--- config.mk ---
export PLATFORM = sky130hd
export DESIGN_NAME = multicycle_control_unit
export DESIGN_NICKNAME = d
export VERILOG_FILES = /design/src/rtl/multicycle_control_unit.sv
export SDC_FILE = /design/constraint.sdc
export NUM_CORES = 1
export LEC_CHECK = 0
export ABC_AREA = 1
export ABC_CLOCK_PERIOD_IN_PS = 2660
export BUFFER_PORTS_ARGS = -buffer_cell sky130_fd_sc_hd__buf_2
export CORE_UTILIZATION = 49
export DETAILED_ROUTE_END_ITERATION = 8
export PLACE_DENSITY = 0.83
export SYNTH_ARGS = -nofsm -noshare
export SYNTH_HDL_FRONTEND = slang
export SYNTH_SLANG_ARGS = --single-unit
--- constraint.sdc ---
create_clock -name clk_i -period 2.66 [get_ports clk_i]
set_clock_uncertainty 0.1 [all_clocks]
set_input_delay 0.798 -clock clk_i [delete_from_list [all_inputs] [get_ports clk_i]]
set_output_delay 0.798 -clock clk_i [all_outputs]
set_load 0.02 [all_outputs]
--- src/rtl/multicycle_control_unit.sv ---
// rtl/multicycle_control_unit.sv - sequencing FSM for the multi-cycle RV32I core
// Steps the shared datapath through fetch/decode/execute/memory/writeback per opcode.
module multicycle_control_unit #(
    parameter int RESET_PC_WAIT = 0
) (
    input  logic       clk_i,
    input  logic       rst_i,
    input  logic [6:0] opcode_i,
    input  logic       mem_ready_i,
    output logic       mem_read_o,
    output logic       mem_write_o,
    output logic       lord_o,
    output logic       ir_write_o,
    output logic       pc_write_o,
    output logic       pc_write_cond_o,
    output logic       pc_source_o,
    output logic [1:0] alu_src_a_o,
    output logic [1:0] alu_src_b_o,
    output logic [1:0] ALU_CO_o,
    output logic       is_immediate_o,
    output logic       reg_write_o,
    output logic [1:0] mem_to_reg_o,
    output logic       illegal_instr_o,
    output logic       instr_retired_o,
    output logic [3:0] state_o
);
    typedef enum logic [3:0] {
        S_FETCH    = 4'd0,
        S_DECODE   = 4'd1,
        S_MEMADR   = 4'd2,
        S_MEMREAD  = 4'd3,
        S_MEMWB    = 4'd4,
        S_MEMWRITE = 4'd5,
        S_EXECR    = 4'd6,
        S_EXECI    = 4'd7,
        S_ALUWB    = 4'd8,
        S_BRANCH   = 4'd9,
        S_JAL      = 4'd10,
        S_JALR     = 4'd11,
        S_LUI      = 4'd12,
        S_WAIT     = 4'd13
    } state_t;

    localparam logic [6:0] OP_R     = 7'b0110011;
    localparam logic [6:0] OP_I     = 7'b0010011;
    localparam logic [6:0] OP_LOAD  = 7'b0000011;
    localparam logic [6:0] OP_STORE = 7'b0100011;
    localparam logic [6:0] OP_BR    = 7'b1100011;
    localparam logic [6:0] OP_JAL   = 7'b1101111;
    localparam logic [6:0] OP_JALR  = 7'b1100111;
    localparam logic [6:0] OP_LUI   = 7'b0110111;
    localparam logic [6:0] OP_AUIPC = 7'b0010111;

    localparam state_t     RESET_STATE = (RESET_PC_WAIT == 0) ? S_FETCH : S_WAIT;
    localparam logic [3:0] WAIT_LAST   = 4'(RESET_PC_WAIT - 1);

    state_t     state;
    state_t     next_state;
    logic [3:0] wait_cnt;

    logic mem_read_r, mem_write_r, ir_write_r, pc_write_r, pc_write_cond_r;
    logic reg_write_r, illegal_r, retired_r;

    always_ff @(posedge clk_i) begin
        if (rst_i) begin
            state    <= RESET_STATE;
            wait_cnt <= 4'd0;
        end else begin
            state    <= next_state;
            wait_cnt <= (state == S_WAIT) ? wait_cnt + 4'd1 : 4'd0;
        end
    end

    always_comb begin
        next_state      = state;
        mem_read_r      = 1'b0;
        mem_write_r     = 1'b0;
        ir_write_r      = 1'b0;
        pc_write_r      = 1'b0;
        pc_write_cond_r = 1'b0;
        reg_write_r     = 1'b0;
        illegal_r       = 1'b0;
        retired_r       = 1'b0;
        lord_o          = 1'b0;
        pc_source_o     = 1'b0;
        alu_src_a_o     = 2'b00;
        alu_src_b_o     = 2'b00;
        ALU_CO_o        = 2'b00;
        is_immediate_o  = 1'b0;
        mem_to_reg_o    = 2'b00;
        case (state)
            S_WAIT: begin
                if (wait_cnt == WAIT_LAST) next_state = S_FETCH;
            end
            S_FETCH: begin
                mem_read_r  = 1'b1;
                alu_src_b_o = 2'b01;
                if (mem_ready_i) begin
                    ir_write_r = 1'b1;
                    pc_write_r = 1'b1;
                    next_state = S_DECODE;
                end
            end
            S_DECODE: begin
                // Branch/JAL target (and AUIPC result) computed from old PC here.
                alu_src_a_o = 2'b10;
                alu_src_b_o = 2'b10;
                case (opcode_i)
                    OP_R:               next_state = S_EXECR;
                    OP_I:               next_state = S_EXECI;
                    OP_LOAD, OP_STORE:  next_state = S_MEMADR;
                    OP_BR:              next_state = S_BRANCH;
                    OP_JAL:             next_state = S_JAL;
                    OP_JALR:            next_state = S_JALR;
                    OP_LUI:             next_state = S_LUI;
                    OP_AUIPC:           next_state = S_ALUWB;
                    default: begin
                        illegal_r  = 1'b1;
                        next_state = S_FETCH;
                    end
                endcase
            end
            S_MEMADR: begin
                alu_src_a_o = 2'b01;
                alu_src_b_o = 2'b10;
                next_state  = (opcode_i == OP_LOAD) ? S_MEMREAD : S_MEMWRITE;
            end
            S_MEMREAD: begin
                mem_read_r = 1'b1;
                lord_o     = 1'b1;
                if (mem_ready_i) next_state = S_MEMWB;
            end
            S_MEMWB: begin
                reg_write_r  = 1'b1;
                mem_to_reg_o = 2'b01;
                retired_r    = 1'b1;
                next_state   = S_FETCH;
            end
            S_MEMWRITE: begin
                mem_write_r = 1'b1;
                lord_o      = 1'b1;
                if (mem_ready_i) begin
                    retired_r  = 1'b1;
                    next_state = S_FETCH;
                end
            end
            S_EXECR: begin
                alu_src_a_o = 2'b01;
                ALU_CO_o    = 2'b10;
                next_state  = S_ALUWB;
            end
            S_EXECI: begin
                alu_src_a_o    = 2'b01;
                alu_src_b_o    = 2'b10;
                ALU_CO_o       = 2'b10;
                is_immediate_o = 1'b1;
                next_state     = S_ALUWB;
            end
            S_ALUWB: begin
                reg_write_r = 1'b1;
                retired_r   = 1'b1;
                next_state  = S_FETCH;
            end
            S_BRANCH: begin
                alu_src_a_o     = 2'b01;
                ALU_CO_o        = 2'b01;
                pc_write_cond_r = 1'b1;
                pc_source_o     = 1'b1;
                retired_r       = 1'b1;
                next_state      = S_FETCH;
            end
            S_JAL: begin
                // PC already holds PC+4 from fetch, so it is the link value.
                pc_write_r   = 1'b1;
                pc_source_o  = 1'b1;
                reg_write_r  = 1'b1;
                mem_to_reg_o = 2'b10;
                retired_r    = 1'b1;
                next_state   = S_FETCH;
            end
            S_JALR: begin
                alu_src_a_o  = 2'b01;
                alu_src_b_o  = 2'b10;
                pc_write_r   = 1'b1;
                reg_write_r  = 1'b1;
                mem_to_reg_o = 2'b10;
                retired_r    = 1'b1;
                next_state   = S_FETCH;
            end
            S_LUI: begin
                reg_write_r  = 1'b1;
                mem_to_reg_o = 2'b11;
                retired_r    = 1'b1;
                next_state   = S_FETCH;
            end
            default: next_state = S_FETCH;
        endcase
    end

    // Strobes are suppressed during reset so an aborted access never fires.
    assign mem_read_o      = mem_read_r      & ~rst_i;
    assign mem_write_o     = mem_write_r     & ~rst_i;
    assign ir_write_o      = ir_write_r      & ~rst_i;
    assign pc_write_o      = pc_write_r      & ~rst_i;
    assign pc_write_cond_o = pc_write_cond_r & ~rst_i;
    assign reg_write_o     = reg_write_r     & ~rst_i;
    assign illegal_instr_o = illegal_r       & ~rst_i;
    assign instr_retired_o = retired_r       & ~rst_i;
    assign state_o         = state;
endmodule

# Word level (Yosys, flattened, before mapping)
# Index checks and enable logic that the tools add are counted.
[totals] register_bits=8 output_inout_bits=23 in_bits=10 elab_cells=78
[op_classes] add_sub_neg=1 n_mux=24 n_reduce_logical=14 eq_ne=27 n_bitwise=10
[ops] op="4-bit one-hot mux with 8 select lines" count=1
[ops] op="4-bit equality test (second input constant)" count=7
[ops] op="4-bit one-hot mux with 7 select lines" count=1
[ops] op="7-bit by 6-bit equality test with 1-bit output (second input constant)" count=3
[ops] op="7-bit equality test (second input constant)" count=3
[ops] op="4-bit by 3-bit equality test with 1-bit output (second input constant)" count=4
[ops] op="4-bit 2-to-1 mux" count=4
[ops] op="7-bit by 5-bit equality test with 1-bit output (second input constant)" count=2
[ops] op="2-bit OR reduction" count=7
[ops] op="2-bit one-hot mux with 2 select lines" count=3
[ops] op="1-bit 2-to-1 mux" count=11
[ops] op="5-bit OR reduction" count=2
[ops] op="9-bit OR reduction" count=1
[ops] op="1-bit AND" count=8
[ops] op="4-bit by 2-bit equality test with 1-bit output (second input constant)" count=2
[ops] op="7-bit by 2-bit equality test with 1-bit output (second input constant)" count=1
[ops] op="2-bit inequality test (second input constant)" count=3
[ops] op="2-bit one-hot mux with 3 select lines" count=1
[ops] op="6-bit OR reduction" count=1
[ops] op="4-bit by 1-bit adder with 4-bit output (second input constant)" count=1
[ops] op="4-bit by 1-bit equality test with 1-bit output (second input constant)" count=1
[ops] op="4-bit zero test" count=1
[ops] op="1-bit one-hot mux with 2 select lines" count=2
[ops] op="4-bit AND reduction" count=1
[ops] op="4 further kinds" count=5

# Longest topological paths before layout
[depth] depth_word=5 ltp_mapped=9

# Worst setup path before layout
# OpenSTA, ideal clock, no wires.
[synth_timing] path_type="reg2out" startpoint="register state[2] (netlist: state_o[2])" endpoint="output mem_to_reg_o[1]" path_stages_with_launch=7 required_ps=1762 arrival_ps=1660 slack_ps=102 path_cell_list="dfxtp_1 > inv_1 > nor2_1 > inv_1 > nor2_1 > inv_1 > o21ai_0"
[synth_between] elab_chain_cells=3 word_cells_on_any_way=6 classes_between="eq/ne: 4; mux: 1; reduce/logical: 1"
[synth_lines] element="start, declared" line_no="57" source="state_t state;"
[synth_lines] element="start signal, assigned" line_no="69" source="state <= next_state;"
[synth_lines] element="4-bit equality test" line_no="91" source="case (state)"
[synth_lines] element="2-bit OR reduction (no source line)"
[synth_lines] element="2-bit one-hot mux with 3 select lines (*)" line_no="91"
[synth_lines] element="end, declared" line_no="22" source="output logic [1:0] mem_to_reg_o,"
# Every way passes the cells marked *; elsewhere a longest branch is shown, timed or not.

# Final worst setup path
[layout_timing] startpoint="input opcode_i[3]" endpoint="output illegal_instr_o"
[layout_between] elab_chain_cells=5 word_cells_on_any_way=13 classes_between="eq/ne: 9; mux: 2; bitwise: 1; reduce/logical: 1"
[layout_lines] element="start, declared" line_no="8" source="input logic [6:0] opcode_i,"
[layout_lines] element="7-bit by 2-bit equality test with 1-bit output (tied with other cells)" line_no="108" source="case (opcode_i)"
[layout_lines] element="9-bit OR reduction (no source line) (*)"
[layout_lines] element="1-bit 2-to-1 mux (*)" line_no="108"
[layout_lines] element="1-bit 2-to-1 mux (*)" line_no="91"
[layout_lines] element="1-bit AND (*)" line_no="207" source="assign illegal_instr_o = illegal_r & ~rst_i;"
[layout_lines] element="end, declared" line_no="23" source="output logic illegal_instr_o,"
# Marks and branches as above.

==> summary.txt <==
================================================================================
Status                                                                 completed
Measured slew at the worst slew-check pin                              0.3724 ns
Area Growth Syn to Fin                                                    28.47%
Clock tree from TritonCTS                                                   done
Later-pin clock latency in the skew report                               0.24 ns
Launching element type of the critical path                            input pin
Number of max-slew violations in the final report                              0
GR met2 Demand/Resource                                                   0.4603
Number of diodes                                                               0
Area of the multi-input gates                                          473.0 um2
Min-Delay Startpoint                                                 wait_cnt[0]
Tot GR Track Use                                                          0.2469
Via count                                                                    907
Total net switching power                                           0.00009935 W
Gate Count Post-Synth                                                        131
Crit path max fanout                                                           3
CP max stage cell                                                   sky130_fd_sc_hd__nor2b_1
Average cell area after synthesis                                      5.568 um2
Detailed-placement wirelength estimate                                   1522 um
IO buf count                                                                  32
Crit path required time                                                  1.76 ns
Most heavily used metal layer in global routing                             met2
Root Driver                                                         sky130_fd_sc_hd__clkbuf_4
Total count of hold-check failures in the final report                         0
Multiplexer area fraction after synthesis                                      0
H-tree depth                                                                   1
Final ANT Viol Nets                                                            0
Post-layout instance area                                              937.1 um2
Clock power share                                                          0.285
Wirelength per Cell                                                     9.928 um
First-pass DRT Iterations                                                      4
CP bufs+invs                                                                   2
Internal Power                                                       0.0002037 W
TritonCTS Sinks                                                                8
Power density of the placed cells                                   323.3 mW/mm2
Number of library cell types mapped by synthesis                              24
Vias per cell                                                              5.011
First-pass GRT wire length                                               2732 um
Data arrival time of the critical path                                   1.67 ns
Clock buffer count from CTS                                                    3
Most frequently used flop master after synthesis                    sky130_fd_sc_hd__dfxtp_1
Logic pwr share                                                            0.297
Element type at the critical path end                               primary output
Placed inst area                                                       910.9 um2
Initial Utilization                                                       0.5403
Share of the yosys chip area belonging to registers                       0.2196
Type of the worst setup path                                              in2out
Initial DRC count                                                             19
Chip width                                                              40.59 um
Worst min-delay path category                                            reg2reg
Io pins                                                                       33
Total design power                                                   0.0003030 W
Met1 usage in global routing                                              0.2838
Reg2Reg Launch Point                                                  state_o[2]
Setup repair after global routing missed its margin                           no
Number of warnings reported in the yosys synthesis log                         0
Pleak                                                                  0.5322 nW
Post-synthesis register bit count                                              8
Worst-case clock buffer depth                                                  2
Area of the die                                                     0.001647 mm2
Routing usage on met3                                                    0.03333
Crit-path leading delay family                                      simple AND/OR/NAND/NOR gates
Asr flop ratio synth                                                           0
Post-Route WL                                                            1797 um
Fillers                                                                      129
Nets@finish                                                                  179
Cell Area, Synth                                                       729.5 um2
Switching share of power                                                  0.3279
Count of hold-fix buffers inserted at cts                                      0
Peak ir drop on the vdd network                                      0.0002897 V
Site Rows                                                                     13
Area share of and/or/nand/nor cells after synthesis                       0.5232
Number of synthesized flops with an enable pin                                 0
Final-report setup violation count                                             0
CTS clock-pin slew for the worst setup and hold paths                    0.05 ns
RD Place Congestion                                                       0.8951
Largest stage delay on the critical path                                 0.22 ns
Post-Syn Nets                                                                142
Pin count of the biggest net entering global routing                          11
Min cycle time layout                                                   2.569 ns
Most frequent CP cell                                               sky130_fd_sc_hd__buf_2
Cells along the critical path                                       buf_2 > nor2_1 > nor2b_1 > nand2_1 > nand3_1 > nor3b_2 > buf_2
Leading cell type in the layout, fill and taps excluded             sky130_fd_sc_hd__nand2_1
Normalized max-slew margin                                                0.7514
Post-synthesis compound-gate area fraction                                0.1046
Register Area                                                          161.4 um2
Commonest cells after routing, fill and taps aside                  sky130_fd_sc_hd__nand2_1, sky130_fd_sc_hd__buf_2, sky130_fd_sc_hd__nor2_1
Antenna violations before repair                                               0
Synthesized-area fraction occupied by adder cells                        0.01715
First element of the critical path                                   opcode_i[3]
Final-layout worst hold slack                                          0.3568 ns
Final total negative setup slack                                            0 ns
Register share of total power                                              0.418
Fraction of the cycle the final worst path needs                          0.9657
Fraction of final layout cells with drive strength greater than 1         0.3072
Vias in the first global route                                               710
Residual DRC                                                                   0
Post-synthesis xor/xnor area fraction                                          0
Die Height                                                              40.59 um
Combinational family with the most area after synthesis             simple AND/OR/NAND/NOR gates
GRT overflow                                                                   0
Max_cap viols                                                                  0
Core outline area                                                   0.001350 mm2
Max frequency                                                          389.3 MHz
================================================================================
[area by class of cell]
type / instances / share of cell area
repair buffers: 33 / 0.1789
clock buffers: 3 / 0.02403
flip-flops and latches: 8 / 0.1722
well taps: 15 / 0.02003
inverters: 25 / 0.1001
multi-input cells: 97 / 0.5047
[worst reg2reg max path: stages, from the launching register on]
cell,delay (ns)
sky130_fd_sc_hd__dfxtp_1,0.45
sky130_fd_sc_hd__inv_1,0.10
sky130_fd_sc_hd__nor2_1,0.19
sky130_fd_sc_hd__nand2_1,0.14
sky130_fd_sc_hd__nand3_2,0.07
sky130_fd_sc_hd__nand2_1,0.06
sky130_fd_sc_hd__nand2_2,0.08
sky130_fd_sc_hd__inv_2,0.04
sky130_fd_sc_hd__nand2_1,0.07
sky130_fd_sc_hd__a21oi_2,0.05
[power by group through the flow]
| stage | clock network (W) | registers, W | logic [W] |
|---|---|---|---|
| 4_1_cts | 0.0000895 | 0.000126 | 0.0000898 |
| 3_5_place_dp | 0 | 0.000129 | 0.0000896 |
| 6_report | 0.0000863 | 0.000127 | 0.0000899 |
| 3_3_place_gp | 0 | 0.000129 | 0.0000870 |
| 2_1_floorplan | 0 | 0.000130 | 0.0000585 |
| 5_1_grt | 0.0000943 | 0.000127 | 0.000101 |
[synth_stat cells (2+ instances only)]
cell type | n | area [um2]
sky130_fd_sc_hd__nand2_1 | 38 | 142.6
sky130_fd_sc_hd__inv_2 | 5 | 18.77
sky130_fd_sc_hd__a21oi_2 | 2 | 17.52
sky130_fd_sc_hd__nor3_1 | 3 | 15.01
sky130_fd_sc_hd__a21oi_1 | 5 | 25.02
sky130_fd_sc_hd__dfxtp_1 | 8 | 160.2
sky130_fd_sc_hd__inv_1 | 20 | 75.07
sky130_fd_sc_hd__nor2_4 | 2 | 22.52
sky130_fd_sc_hd__nand3_1 | 11 | 55.05
sky130_fd_sc_hd__nor2_1 | 23 | 86.33
[cells by family (layout without fill, tap and decap cells)]
kind of cell / Yosys count / in the layout
flip-flops: 8 / 8
AO/OA/AOI/OAI: 12 / 12
AND/OR/NAND/NOR: 84 / 84
adder cells (fa/ha/maj): 1 / 1
buffers and inverters: 26 / 61
[per-layer routing]
layer	wire [um]	vias to the layer above
met5	0	-
met4	6	0
met3	78	2
met2	924	28
met1	787	397
li1	-	480
[what timing repair did]
action / CTS / global route
setup endpoints to repair: 0 / 1
resized for setup: 0 / 2
setup buffers: 0 / 0
[registers in the layout, summed over array words and instances, names as in the netlist]
register  cells
wait_cnt      4
state_o       4
[final timing paths]
check | cells past startpoint | endpoint | slack (ns)
worst max register to register | 9 | state_o[2] | 1.19
worst max-delay path | 7 | illegal_instr_o | 0.09
worst min register to register | 1 | wait_cnt[0] | 0.36
worst min-delay path | 1 | wait_cnt[0] | 0.36
[metrics by stage]
stage	setup WS, ns	std cells	util
floorplan	0.1022	131	-
detailed placement	0.1044	178	0.6747
global placement	0.1655	178	0.6747
CTS	0.08901	181	0.6914
global route	0.01913	181	0.6942
finish	0.09111	181	0.6942
No activity file was read; power rests on OpenSTA's default activity.
